[src/rtl/picosoc_iomem_decoder_if.sv]
// CPU-side native memory bus (valid/ready handshake) of the iomem decoder.
// master = CPU, slave = decoder.
interface picosoc_iomem_decoder_if;
    logic        mem_valid;
    logic        mem_ready;
    logic [31:0] mem_addr;
    logic [31:0] mem_wdata;
    logic [3:0]  mem_wstrb;
    logic [31:0] mem_rdata;

    modport master (
        output mem_valid, mem_addr, mem_wdata, mem_wstrb,
        input  mem_ready, mem_rdata
    );

    modport slave (
        input  mem_valid, mem_addr, mem_wdata, mem_wstrb,
        output mem_ready, mem_rdata
    );
endinterface

[src/rtl/picosoc_iomem_decoder.sv]
// iomem decoder: maps 16 MB pages above BASE_PAGE onto NUM_SLOTS peripheral slots with a bus timeout.
// Optional sticky error capture (err_irq/err_addr/err_clear) enabled by defining PICOSOC_IOMEM_ERR_EN.
module picosoc_iomem_decoder #(
    parameter int          NUM_SLOTS      = 4,
    parameter logic [7:0]  BASE_PAGE      = 8'h03,
    parameter int          TIMEOUT_CYCLES = 256,
    parameter logic [31:0] ERR_RDATA      = 32'hDEAD_BEEF
) (
    input  logic                   clk,
    input  logic                   reset,
    picosoc_iomem_decoder_if.slave bus,
    output logic [NUM_SLOTS-1:0]   slot_valid,
    input  logic [NUM_SLOTS-1:0]   slot_ready,
    output logic [31:0]            slot_addr,
    output logic [31:0]            slot_wdata,
    output logic [3:0]             slot_wstrb,
    input  logic [32*NUM_SLOTS-1:0] slot_rdata,
    input  logic                   err_clear,
    output logic                   err_irq,
    output logic [31:0]            err_addr
);

    typedef enum logic [1:0] {
        IDLE,
        ACCESS,
        RESP
    } state_t;

    state_t         state;
    logic [15:0]    counter;
    logic           mem_ready_q;
    logic [31:0]    mem_rdata_q;

    logic [8:0]           page_off;
    logic                 in_window;
    logic                 mapped;
    logic [NUM_SLOTS-1:0] req_onehot;
    logic                 hit;
    logic                 timeout;
    logic [31:0]          sel_rdata;

    assign bus.mem_ready = mem_ready_q;
    assign bus.mem_rdata = mem_rdata_q;

    // Ninth bit of page_off is the borrow: set when the page lies below BASE_PAGE.
    always_comb begin
        page_off   = {1'b0, bus.mem_addr[31:24]} - {1'b0, BASE_PAGE};
        in_window  = !page_off[8] && (page_off[7:4] == 4'd0);
        mapped     = in_window && ({1'b0, page_off[3:0]} < 5'(NUM_SLOTS));
        req_onehot = '0;
        for (int k = 0; k < NUM_SLOTS; k++) begin
            req_onehot[k] = (page_off[3:0] == 4'(k));
        end
    end

    // slot_valid is one-hot while in ACCESS, so it doubles as the slot select.
    always_comb begin
        sel_rdata = '0;
        for (int k = 0; k < NUM_SLOTS; k++) begin
            if (slot_valid[k]) begin
                sel_rdata = sel_rdata | slot_rdata[32*k +: 32];
            end
        end
        hit     = |(slot_ready & slot_valid);
        timeout = (state == ACCESS) && !hit && (counter == 16'(TIMEOUT_CYCLES - 1));
    end

    // NOTE: sequential state uses non-blocking assignments so every register samples pre-edge values.
    always_ff @(posedge clk) begin
        if (reset) begin
            state       <= IDLE;
            counter     <= '0;
            mem_ready_q <= 1'b0;
            mem_rdata_q <= '0;
            slot_valid  <= '0;
            slot_addr   <= '0;
            slot_wdata  <= '0;
            slot_wstrb  <= '0;
        end else begin
            mem_ready_q <= 1'b0;
            case (state)
                IDLE: begin
                    if (bus.mem_valid && in_window) begin
                        if (mapped) begin
                            slot_addr  <= bus.mem_addr;
                            slot_wdata <= bus.mem_wdata;
                            slot_wstrb <= bus.mem_wstrb;
                            slot_valid <= req_onehot;
                            counter    <= '0;
                            state      <= ACCESS;
                        end else begin
                            mem_rdata_q <= ERR_RDATA;
                            mem_ready_q <= 1'b1;
                            state       <= RESP;
                        end
                    end
                end
                ACCESS: begin
                    if (counter != 16'hFFFF) begin
                        counter <= counter + 16'd1;
                    end
                    if (hit) begin
                        mem_rdata_q <= sel_rdata;
                        mem_ready_q <= 1'b1;
                        slot_valid  <= '0;
                        state       <= RESP;
                    end else if (timeout) begin
                        mem_rdata_q <= ERR_RDATA;
                        mem_ready_q <= 1'b1;
                        slot_valid  <= '0;
                        state       <= RESP;
                    end
                end
                RESP: begin
                    state <= IDLE;
                end
                default: begin
                    state <= IDLE;
                end
            endcase
        end
    end

`ifdef PICOSOC_IOMEM_ERR_EN
    logic        err_set;
    logic [31:0] err_src;

    assign err_set = ((state == IDLE) && bus.mem_valid && in_window && !mapped) || timeout;
    assign err_src = (state == IDLE) ? bus.mem_addr : slot_addr;

    // A new error outranks a same-cycle clear; only the first failing address is kept.
    always_ff @(posedge clk) begin
        if (reset) begin
            err_irq  <= 1'b0;
            err_addr <= '0;
        end else begin
            if (err_set) begin
                err_irq <= 1'b1;
                if (!err_irq) begin
                    err_addr <= err_src;
                end
            end else if (err_clear) begin
                err_irq <= 1'b0;
            end
        end
    end
`else
    logic unused_err_clear;

    assign unused_err_clear = err_clear;
    assign err_irq          = 1'b0;
    assign err_addr         = '0;
`endif

endmodule

[src/flat_wrapper.sv]
// flat-port wrapper written by rule: the top's interface ports become plain ports
module picosoc_iomem_decoder_flat 
#(
    parameter int          NUM_SLOTS      = 4,
    parameter logic [7:0]  BASE_PAGE      = 8'h03,
    parameter int          TIMEOUT_CYCLES = 256,
    parameter logic [31:0] ERR_RDATA      = 32'hDEAD_BEEF
)
  (clk, reset, slot_valid, slot_ready, slot_addr, slot_wdata, slot_wstrb, slot_rdata, err_clear, err_irq, err_addr, bus_mem_valid, bus_mem_addr, bus_mem_wdata, bus_mem_wstrb, bus_mem_ready, bus_mem_rdata);
  picosoc_iomem_decoder_if bus_i ();
  input  logic clk;
  input  logic reset;
  output logic [NUM_SLOTS-1:0] slot_valid;
  input  logic [NUM_SLOTS-1:0] slot_ready;
  output logic [31:0] slot_addr;
  output logic [31:0] slot_wdata;
  output logic [3:0] slot_wstrb;
  input  logic [32*NUM_SLOTS-1:0] slot_rdata;
  input  logic err_clear;
  output logic err_irq;
  output logic [31:0] err_addr;
  input wire logic [$bits(bus_i.mem_valid)-1:0] bus_mem_valid;
  input wire logic [$bits(bus_i.mem_addr)-1:0] bus_mem_addr;
  input wire logic [$bits(bus_i.mem_wdata)-1:0] bus_mem_wdata;
  input wire logic [$bits(bus_i.mem_wstrb)-1:0] bus_mem_wstrb;
  output wire logic [$bits(bus_i.mem_ready)-1:0] bus_mem_ready;
  output wire logic [$bits(bus_i.mem_rdata)-1:0] bus_mem_rdata;
  assign bus_i.mem_valid = bus_mem_valid;
  assign bus_i.mem_addr = bus_mem_addr;
  assign bus_i.mem_wdata = bus_mem_wdata;
  assign bus_i.mem_wstrb = bus_mem_wstrb;
  assign bus_mem_ready = bus_i.mem_ready;
  assign bus_mem_rdata = bus_i.mem_rdata;
  picosoc_iomem_decoder #(.NUM_SLOTS(NUM_SLOTS), .BASE_PAGE(BASE_PAGE), .TIMEOUT_CYCLES(TIMEOUT_CYCLES), .ERR_RDATA(ERR_RDATA)) u_core (.clk(clk), .reset(reset), .bus(bus_i), .slot_valid(slot_valid), .slot_ready(slot_ready), .slot_addr(slot_addr), .slot_wdata(slot_wdata), .slot_wstrb(slot_wstrb), .slot_rdata(slot_rdata), .err_clear(err_clear), .err_irq(err_irq), .err_addr(err_addr));
endmodule
[config.mk]
export PLATFORM = sky130hd
export DESIGN_NAME = picosoc_iomem_decoder_flat
export DESIGN_NICKNAME = d
export VERILOG_FILES = /design/src/rtl/picosoc_iomem_decoder_if.sv /design/src/rtl/picosoc_iomem_decoder.sv /design/src/flat_wrapper.sv
export SDC_FILE = /design/constraint.sdc
export NUM_CORES = 1
export LEC_CHECK = 0
export CORE_AREA = 2 2 131 133
export DETAILED_ROUTE_END_ITERATION = 7
export DIE_AREA = 0 0 133 135
export PLACE_DENSITY = 0.76
export SYNTH_ARGS = -nofsm -noshare
export SYNTH_HDL_FRONTEND = slang
export SYNTH_SLANG_ARGS = --single-unit
export TNS_END_PERCENT = 5
[constraint.sdc]
create_clock -name clk -period 1.8 [get_ports clk]
set_input_delay 0.18 -clock clk [delete_from_list [all_inputs] [get_ports clk]]
set_output_delay 0.18 -clock clk [all_outputs]
set_load 0.01 [all_outputs]
==> results of run 1 <==
==> flip-flops by register name (all words and copies together) (netlist names) <==
name / flops
u_core.slot_addr: 32
u_core.slot_wstrb: 4
u_core.slot_wdata: 32
u_core.state: 2
u_core.bus.mem_ready: 1
u_core.bus.mem_rdata: 32
u_core.counter: 16
u_core.slot_valid: 4
==> final cells by class <==
cell class	count	area [um^2]	share of cell area [%]
repair buffers	366	3696	37.27
multi-input cells	493	2892	29.15
flip-flops and latches	123	2467	24.88
clock buffers	18	429.2	4.327
well taps	220	275.3	2.775
clock inverters	14	147.6	1.489
diodes	3	7.507	0.07569
inverters	1	3.754	0.03785
==> placed cells by master, fill, tap and decap left out, types with 9 or more instances in the layout <==
master           Yosys  final
a21oi_2              0     15
buf_4               33     39
conb_1               1     33
dfxtp_1            123    119
a31oi_1             26     26
a22oi_1             64     64
nor2_1              15     14
buf_6                1     10
o21a_1              25     25
clkbuf_16            0     18
nand3_1              9      9
nand2_1            146    144
clkdlybuf4s50_1      0    305
a21boi_1             8     11
a21oi_1             70     54
==> metal layers <==
metal,share of wire (%),vias up
met4,2.2,0
met2,50,277
met3,7.3,43
met5,0,-
met1,40,2989
li1,-,3014
==> cell families (layout without fill, tap and decap cells) <==
kind of cell	after synthesis	count (layout)	synth area share, %
AND/OR/NAND/NOR	229	229	19.13
AO/OA/AOI/OAI	225	225	26.48
flip-flops	123	123	44.24
buffers and inverters	92	399	8.813
multiplexers	4	4	0.7419
adder cells (fa/ha/maj)	1	1	0.2248
other	1	36	0.06738
XOR/XNOR	1	1	0.2923
==> critical path: stages (launching register included) <==
cell	delay (ns)
dfxtp_2	0.33
or3_4	0.36
buf_4	0.16
nor3_1	0.30
o21ai_2	0.16
buf_4	0.20
a32oi_1	0.22
nor2_1	0.05
==> final timing paths <==
path | startpoint | end | slack, ns | cells past startpoint
max | u_core.state[1] | u_core.bus.mem_rdata[17] | -0.13 | 7
min | reset | u_core.slot_addr[25] | 0.07 | 2
max reg2reg | u_core.state[1] | u_core.bus.mem_rdata[17] | -0.13 | 7
min reg2reg | u_core.slot_wdata[13] | u_core.slot_wdata[13] | 0.45 | 2
==> synth_stat cells, drive strengths merged, types with 3 or more instances <==
| library cell | number | share of area (%) |
|---|---|---|
| nor3 | 4 | 0.54 |
| and3 | 6 | 0.67 |
| nor2b | 3 | 0.34 |
| a22oi | 64 | 8.6 |
| nand3 | 9 | 0.81 |
| clkbuf | 44 | 3.0 |
| o21ai | 9 | 0.81 |
| a21boi | 11 | 1.5 |
| o31ai | 6 | 0.81 |
| nand4 | 8 | 0.90 |
| buf | 47 | 5.8 |
| a31oi | 26 | 2.9 |
| and2 | 9 | 1.0 |
| nand2b | 3 | 0.34 |
| a32oi | 8 | 1.3 |
| and4 | 4 | 0.63 |
| dfxtp | 123 | 44 |
| nor2 | 15 | 1.0 |
| a21oi | 70 | 6.3 |
| o21a | 25 | 3.4 |
| mux2i | 3 | 0.54 |
| or3 | 9 | 1.1 |
| nor4 | 5 | 0.83 |
| or4 | 6 | 0.81 |
| nand2 | 146 | 9.8 |
==> power breakdown <==
| group | switching [mW] | internal [mW] | total (mW) |
|---|---|---|---|
| sequential | 0.00983 | 2.74 | 2.75 |
| combinational | 0.244 | 0.489 | 0.733 |
| clock | 1.31 | 2.04 | 3.35 |
==> per-stage QoR <==
step           worst slack, ns  cell area [um^2]
4_1_cts               -0.03448              9714
3_3_place_gp           -0.3342              8955
2_1_floorplan         -0.03801              5695
3_5_place_dp           -0.3712              8955
6_report               -0.1264              9918
5_1_grt                -0.1160              9916
==> repair_timing <==
item                                    in CTS  in global routing
gates resized for setup                     24                 44
hold buffers                                 0                  0
pin swaps                                   20                 11
setup buffers                                7                  0
endpoints found under the setup margin      18                121
gates cloned                                 3                  3
==> impl_metrics.tcl, run 1 <==
set metrics [dict create \
    ctsLongestPathBuffers 2 \
    instances_no_fill 1238 \
    top_usage_layer "met2" \
    drc 0 \
    avgRoutedWirePerCell_um 18.13 \
    worstHoldPathType "primary input to register" \
    fp-row-count 47 \
    numCtsBuffers 17 \
    track_usage_pct 24.01 \
    cp.required_ns 2.08 \
    use_met3_pct 7.432 \
    firstDrtPassIters 5 \
    dp_hpwl_mm 15.55 \
    totalPowerFinal_mw 6.834 \
    final_antenna_net_count 0 \
    grt_pass1_wl_mm 33.44 \
    clock_sinks 123 \
    syn_area_per_cell_um2 8.233 \
    synth_seq_cells 123 \
    grt_pass1_vias 6086 \
    drive_gt1_share_pct 13.00 \
    syn_inst 676 \
    fillCellCount 1407 \
    p_leak_nw 3.482 \
    violations "negative setup slack" \
    drtIter0Drc 400 \
    fp.dieW_um 133 \
    cap_violations 0 \
    outcome "complete, but fails checks" \
    grt-ovfl-total 0 \
    cts_tree "done" \
    via_count 6323 \
    ys_async_sr_fraction_pct 0 \
    worstPathArrival_ns 2.21 \
    io_buffers 307 \
    synthToLayoutAreaGrowth_pct 78.21 \
    crit_path_max_fanout 6 \
    dieArea_um2 17960 \
    period_needed_ns 1.926 \
    yosys_warnings 0 \
    path_clk_slew_ns 0.06 \
    power_density_nw_per_um2 689.0 \
    setup_tns_ns -1.671 \
    yosys.cell_types.count 45 \
    ys.flop_type "dfxtp_1" \
    clock_latency_ns 0.41 \
    finalClockSkew_ns 0.009166 \
    synth.yosys.seq_area_share_pct 44.24 \
    finish.utilization_pct 60.45 \
    drv_slew 0 \
    setup_viol 43 \
    cts-root-buf "clkbuf_16" \
    min_period_over_period_pct 107.0 \
    worstSetupStartpointType "register" \
    fmax_ghz 0.5191 \
    hold_viol 0 \
    worst_setup_path_end_kind "register" \
    synth_edf_count 0 \
    worstSetupPathType "register to register" \
    fp.dieH_um 135 \
    final_nets 1207 \
    htree_levels 4 \
    routed_via_density 5.107 \
    num_io_pins 342 \
    synth_area_um2 5565 \
    grt_start_max_net_pins 70 \
    use_met2_pct 40.64 \
    finalWirelength_mm 22.44 \
    gp_congestion 0.8206 \
    antenna_found_initial 3 \
    setup_ws_ns -0.1264 \
    grtUsageMet1_pct 28.78 \
    dp.cells 1190 \
    core_area_um2 16410 \
    whs_ns 0.06900 \
    rsz0062_at_grt "true" \
    start_util_pct 33.92 \
    ir_drop_mv 0.6471 \
]
Note: power is estimated with default switching activity, not from simulation.
==> run 2: changes to the inputs <==
--- a/config.mk
+++ b/config.mk
@@ -5,6 +5,7 @@
 export SDC_FILE = /design/constraint.sdc
 export NUM_CORES = 1
 export LEC_CHECK = 0
+export ABC_CLOCK_PERIOD_IN_PS = 1800
 export CORE_AREA = 2 2 131 133
 export DETAILED_ROUTE_END_ITERATION = 7
 export DIE_AREA = 0 0 133 135
==> results of run 2 <==
Same layout as run 1: the final DEF is identical, and so are final timing and power.
==> run 3: changes to the inputs <==
--- a/config.mk
+++ b/config.mk
@@ -7,6 +7,7 @@
 export LEC_CHECK = 0
 export ABC_CLOCK_PERIOD_IN_PS = 1800
 export CORE_AREA = 2 2 131 133
+export CTS_CLUSTER_DIAMETER = 50
 export DETAILED_ROUTE_END_ITERATION = 7
 export DIE_AREA = 0 0 133 135
 export PLACE_DENSITY = 0.76
==> results of run 3 <==
Same layout as run 1: the final DEF is identical, and so are final timing and power.
